File: config.mk
export PLATFORM = sky130hd
export DESIGN_NAME = sp_ram_access_ctrl
export DESIGN_NICKNAME = d
export VERILOG_FILES = /design/src/rtl/sp_ram_access_ctrl.sv
export SDC_FILE = /design/constraint.sdc
export NUM_CORES = 1
export LEC_CHECK = 0
export ABC_AREA = 1
export CAP_MARGIN = 25
export CORE_ASPECT_RATIO = 0.7
export CORE_MARGIN = 10
export CORE_UTILIZATION = 46
export CTS_CLUSTER_SIZE = 30
export DETAILED_ROUTE_END_ITERATION = 10
export PLACE_DENSITY_LB_ADDON = 0.12
export SYNTH_ARGS = -nofsm -noshare
export SYNTH_HDL_FRONTEND = slang
export SYNTH_SLANG_ARGS = --single-unit
File: constraint.sdc
create_clock -name clk -period 1.56 [get_ports clk]
set_input_delay 0.156 -clock clk [delete_from_list [all_inputs] [get_ports clk]]
set_output_delay 0.156 -clock clk [all_outputs]
set_load 0.05 [all_outputs]
File: src/rtl/sp_ram_access_ctrl.sv
// Single-port RAM access controller: accepts one read or write request at a time,
// drives the RAM from latched request registers, and returns read data via a valid/ready response.
module sp_ram_access_ctrl #(
    parameter int ADDR_WIDTH = 2,
    parameter int DATA_WIDTH = 3,
    parameter int CNT_WIDTH  = 8
) (
    input  logic                  clk,
    input  logic                  rst,
    input  logic                  req_valid,
    output logic                  req_ready,
    input  logic                  req_we,
    input  logic [ADDR_WIDTH-1:0] req_addr,
    input  logic [DATA_WIDTH-1:0] req_wdata,
    output logic                  rsp_valid,
    input  logic                  rsp_ready,
    output logic [DATA_WIDTH-1:0] rsp_data,
    output logic                  ram_we,
    output logic [ADDR_WIDTH-1:0] ram_addr,
    output logic [DATA_WIDTH-1:0] ram_wdata,
    input  logic [DATA_WIDTH-1:0] ram_rdata,
    output logic                  busy,
    output logic [CNT_WIDTH-1:0]  wr_cnt,
    output logic [CNT_WIDTH-1:0]  rd_cnt
);

    typedef enum logic [1:0] {
        ST_IDLE  = 2'd0,
        ST_WRITE = 2'd1,
        ST_READ  = 2'd2,
        ST_RESP  = 2'd3
    } state_t;

    state_t                state_r;
    state_t                state_nxt_s;
    logic [ADDR_WIDTH-1:0] addr_r;
    logic [DATA_WIDTH-1:0] wdata_r;
    logic [DATA_WIDTH-1:0] rsp_data_r;
    logic [CNT_WIDTH-1:0]  wr_cnt_r;
    logic [CNT_WIDTH-1:0]  rd_cnt_r;
    logic                  accept_s;

    // Next-state selection; the write/read decision is taken from req_we at the accepting edge.
    always_comb begin
        state_nxt_s = state_r;
        accept_s    = 1'b0;
        case (state_r)
            ST_IDLE: begin
                if (req_valid) begin
                    accept_s    = 1'b1;
                    state_nxt_s = req_we ? ST_WRITE : ST_READ;
                end else begin
                    state_nxt_s = ST_IDLE;
                end
            end
            ST_WRITE: state_nxt_s = ST_IDLE;
            ST_READ:  state_nxt_s = ST_RESP;
            ST_RESP: begin
                if (rsp_ready) begin
                    state_nxt_s = ST_IDLE;
                end else begin
                    state_nxt_s = ST_RESP;
                end
            end
            default: state_nxt_s = ST_IDLE;
        endcase
    end

    // State register.
    always_ff @(posedge clk) begin
        if (rst) begin
            state_r <= ST_IDLE;
        end else begin
            state_r <= state_nxt_s;
        end
    end

    // Request latches, read-data capture and completion counters.
    always_ff @(posedge clk) begin
        if (rst) begin
            addr_r     <= '0;
            wdata_r    <= '0;
            rsp_data_r <= '0;
            wr_cnt_r   <= '0;
            rd_cnt_r   <= '0;
        end else begin
            if (accept_s) begin
                addr_r  <= req_addr;
                wdata_r <= req_wdata;
            end
            if (state_r == ST_READ) begin
                rsp_data_r <= ram_rdata;
            end
            if (state_r == ST_WRITE) begin
                wr_cnt_r <= wr_cnt_r + CNT_WIDTH'(1);
            end
            if ((state_r == ST_RESP) && rsp_ready) begin
                rd_cnt_r <= rd_cnt_r + CNT_WIDTH'(1);
            end
        end
    end

    // Status and strobe decode from the state register.
    always_comb begin
        req_ready = 1'b0;
        rsp_valid = 1'b0;
        ram_we    = 1'b0;
        busy      = 1'b1;
        case (state_r)
            ST_IDLE: begin
                req_ready = 1'b1;
                busy      = 1'b0;
            end
            ST_WRITE: ram_we    = 1'b1;
            ST_READ:  ram_we    = 1'b0;
            ST_RESP:  rsp_valid = 1'b1;
            default: begin
                req_ready = 1'b0;
                busy      = 1'b1;
            end
        endcase
    end

    assign ram_addr  = addr_r;
    assign ram_wdata = wdata_r;
    assign rsp_data  = rsp_data_r;
    assign wr_cnt    = wr_cnt_r;
    assign rd_cnt    = rd_cnt_r;

endmodule

== Word-level counts from Yosys, hierarchy flattened ==
Index checks and enable logic that the tools add are counted.

* Register bits: 26
* Word-level logic and storage cells: 23
* Bits of input ports: 13

* Muxes and demuxes: 10
* Reductions and logical operators: 2
* Equal/unequal tests: 3
* Add/subtract/negate cells: 2

{| class="wikitable"
|+ Operators by type and width
! cell !! count
|-
| 8-bit by 1-bit adder with 8-bit output, second input constant || 2
|-
| 2-bit one-hot mux with 4 select lines || 1
|-
| 1-bit 2-to-1 mux || 6
|-
| 2-bit 2-to-1 mux || 3
|-
| 2-bit == test, second input constant || 2
|-
| 2-bit by 1-bit == test with 1-bit output, second input constant || 1
|-
| 2-bit zero test || 1
|-
| 1-bit logical AND || 1
|}

== Logic depth before layout (Yosys ltp) ==
* Depth in word-level cells: 3
* Depth in mapped cells: 6
* Mapped depth without buffers: 6

== Worst setup path after synthesis ==
No wires, ideal clock.

* Kind: register to register
* Start point: reg state_r[0]
* End point: reg wr_cnt_r[1], in the netlist wr_cnt[1]
* Data required time: 1.490 ns
* Cell stages (with the launch flop): 6
* Library setup time: 0.070 ns
* Arrival time: 1.462 ns
* Setup slack: 0.028 ns
* Path through: dfxtp_1 -> buf_2 -> inv_1 -> nor2_1 -> nand2_1 -> a21oi_1

* Cells in the longest elaborated chain, start to end: 1

{| class="wikitable"
|+ Ends and longest elaborated chain
! element !! line !! source
|-
| start: declaration || 34 || <nowiki>state_t state_r;</nowiki>
|-
| start signal: assignment || 74 || <nowiki>state_r <= state_nxt_s;</nowiki>
|-
| 2-bit by 1-bit == test with 1-bit output || 94 || <nowiki>if (state_r == ST_WRITE) begin</nowiki>
|-
| end signal: assignment || 95 || <nowiki>wr_cnt_r <= wr_cnt_r + CNT_WIDTH'(1);</nowiki>
|-
| end: declaration || 39 || <nowiki>logic [CNT_WIDTH-1:0] wr_cnt_r;</nowiki>
|}

No other way between the ends.
A chain may end at the register's enable or synchronous reset.

== Worst setup path in the final report ==
* Start point: reg state_r[1]
* End point: out busy

* Cells in the longest elaborated chain, start to end: 2

{| class="wikitable"
|+ Ends and longest elaborated chain
! element !! line !! source
|-
| 2-bit zero test || 109 || <nowiki>case (state_r)</nowiki>
|-
| 1-bit 2-to-1 mux || 109 ||
|-
| end: declaration || 22 || <nowiki>output logic busy,</nowiki>
|}

No other way between the ends.

==> results by group <==
Status
  – Status: completed

Final layout
  – Non-Filler Instances: 228
  – P&R area growth vs syn: 41.0%
  – Sequential Area: 522 sq um
  – Inserted Diodes: 0
  – Final net count: 212
  – Filler Cells Inserted: 191
  – Share of cells above drive strength 1: 21.9%
  – Footprint of the multi-input gates: 536 sq um

GRT
  – Vias in the first global route: 1093
  – Busiest grt layer: met2
  – Grt met2 use: 23.6%
  – First-pass GRT wire length: 4970 um
  – Total track usage: 12.7%
  – Gr ovfl total: 0
  – Grt met3 use: 5.52%
  – Initial antenna violation count: 0
  – Met1 Use GR: 13.4%
  – Largest net degree at the start of global routing: 21

STA
  – RSZ-0062 raised after global routing: false
  – Clock skew: 0.00258 ns
  – Setup total negative slack: 0 ns
  – Worst-margin pin slew: 0.581 ns
  – Achievable Freq: 0.687 GHz
  – Number of setup violations in the final report: 0
  – Tmin final: 1.45 ns
  – Final Max Slew Viols: 0
  – Tcrit/Tclk final: 93.2%
  – Max_slew headroom: 61.2%
  – Final Hold Vio Count: 0

CTS
  – CTS Root Cell: clkbuf_4
  – Clk slew on worst S/H paths: 0.14 ns
  – H-tree depth: 1
  – Clk_lat worst skew: 0.32 ns
  – Clk buf depth: 2
  – TritonCTS clock tree: yes
  – Num CTS Buffers: 3
  – Clk sink count: 26

Route
  – Vias: 1094
  – DR vias/cell: 4.80
  – Final WL: 2880 um
  – Antenna viol nets, final: 0
  – DR pass1 iterations: 4
  – Drt drc: 0
  – Wire per inst: 12.6 um
  – Initial DRC Count: 67

Setup path
  – Worst Setup SP: state_r[1]
  – Setup crit end kind: output pin
  – Reg2reg setup slack: 0.28 ns
  – Critical path type: reg2out
  – RR Startpoint: wr_cnt[0]
  – CP required: 1.40 ns
  – Worst Setup EP: busy
  – R2R depth: 6
  – CP Data Arrival Time: 1.30 ns
  – Crit start category: flip-flop
  – Largest fanout on the critical path: 7
  – Reg2reg end: wr_cnt[6]

Die
  – I/O pins: 41
  – Initial Util: 49.9%
  – Die height: 61.1 um
  – DIE AREA: 0.00481 sq mm
  – Die span in x: 78.7 um
  – Core Box Area: 0.00222 sq mm
  – Number of core rows: 14

Synthesis
  – Syn Nets: 169
  – Syn Area/Cell: 7.21 sq um
  – Cell area after synthesis: 0.00111 sq mm
  – Post-synthesis sequential area ratio: 46.8%
  – Yosys top cell by area: dfxtp_1
  – Top FF cell, synth: dfxtp_1
  – Async S/R FF share, synth: 0%
  – Top cells by area, synth: dfxtp_1 47%, nor2_1 14%, nand2_1 9.8%, nand3_1 5.0%, o21ai_0 4.5%
  – Post-synthesis register bit count: 26
  – Cell with the most instances after synthesis: nor2_1
  – Post-synth cell types: 19
  – Synthesized instance count: 154
  – Most frequent cells after synthesis: 42 x nor2_1, 29 x nand2_1, 26 x dfxtp_1
  – EDFF count, synth: 0
  – Top cell type's share of synthesized area: 46.8%
  – YS warnings: 0

Placement
  – Placed instance count: 224
  – HPWL reported at the end of detailed placement: 2310 um
  – Number of buffers added on ports: 40
  – GPL Wtd Cong: 0.765

Flow run
  – Max-Cap Viols: 0

Power
  – Worst VDD drop: 0.444 mV
  – Pwr dens: 879 mW/mm^2
  – Leakage power: 0.703 nW

Min path
  – Hold Path Class: in2reg
-- routing by layer --
layer  up-vias  wire [um]  share of wire, %
met4         0         13              0.45
met5         -          0                 0
met1       489       1220                42
met3         2        198               6.9
met2        29       1450                50
li1        574          -                 -
-- power by group --
group / total, mW / internal, mW / switching [mW]
registers: 0.717 / 0.691 / 0.0256
clock network: 0.350 / 0.143 / 0.207
logic: 0.310 / 0.118 / 0.193
-- flip-flops by register name, indices dropped and copies added (netlist names) --
signal,flops
rsp_data,3
ram_addr,2
wr_cnt,8
ram_wdata,3
state_r,2
rd_cnt,8
-- cells by family (layout without fill, tap and decap cells) --
logic type	after synthesis	count (layout)	share of synthesized area [%]
AOI/OAI and AO/OA	20	20	9.23
xor gates and xnor gates	2	2	1.58
adders and majority gates	2	2	2.25
buffers and inverters	15	57	5.18
DFF	26	26	46.8
and+or+nand+nor	89	89	34.9
-- worst max-delay path: stages (launching register included) --
cell and delay [ns]:
dfxtp_1 0.45, nor2_2 0.26, inv_1 0.11, buf_12 0.16
-- how the worst min path moves through the flow --
stage | start | to | slack, ns | depth (start not counted)
after global routing | req_we | state_r[0] | 0.42 | 3
final | req_we | state_r[0] | 0.40 | 3
after detailed placement | ram_wdata[1] | ram_wdata[1] | 0.48 | 2
after CTS | req_we | state_r[0] | 0.40 | 3
after global placement | ram_wdata[2] | ram_wdata[2] | 0.47 | 2
after floorplan | rst | rd_cnt[1] | 0.23 | 1
-- metrics by stage --
step | hold WS (ns) | setup slack (ns) | cell area, sq um | total power [mW] | utilization, %
2_1_floorplan | 0.225 | 0.0284 | 1110 | 0.906 | -
3_5_place_dp | 0.477 | 0.184 | 1530 | 1.04 | 68.6
5_1_grt | 0.418 | 0.0572 | 1570 | 1.42 | 70.4
3_3_place_gp | 0.467 | 0.237 | 1530 | 1.03 | 68.6
6_report | 0.402 | 0.105 | 1570 | 1.38 | 70.4
4_1_cts | 0.397 | 0.0523 | 1560 | 1.39 | 70.3
-- layout by cell type, fill, tap and decap left out --
master | Yosys | routed
o21a_1 | 1 | 1
a21oi_1 | 9 | 9
o21ai_0 | 10 | 10
dfxtp_1 | 26 | 25
nor2_2 | 2 | 3
clkdlybuf4s50_1 | 0 | 12
nand2_1 | 29 | 29
inv_1 | 10 | 10
nor3b_1 | 1 | 1
buf_4 | 0 | 25
clkbuf_8 | 0 | 1
inv_2 | 2 | 2
clkbuf_4 | 0 | 3
buf_12 | 0 | 4
xor2_1 | 2 | 2
nor2_4 | 2 | 2
nor2_1 | 42 | 41
nand2_2 | 1 | 1
ha_1 | 2 | 2
nand3_1 | 11 | 11
dfxtp_2 | 0 | 1
nand3_4 | 1 | 1
-- final cells by class --
type,count,share of cell area [%]
clock buffer,4,2.32
sequential,26,33.3
timing repair buffer,41,24.8
tap,32,2.56
inverter,12,2.88
multi-input combinational,113,34.2
-- repair_timing --
action | 4_1_cts | 5_1_grt
resized for setup | 1 | 1
hold buffers | 0 | 0
endpoints found under the setup margin | 1 | 1
buffers inserted | 0 | 0
No activity file was read; power rests on OpenSTA's default activity.
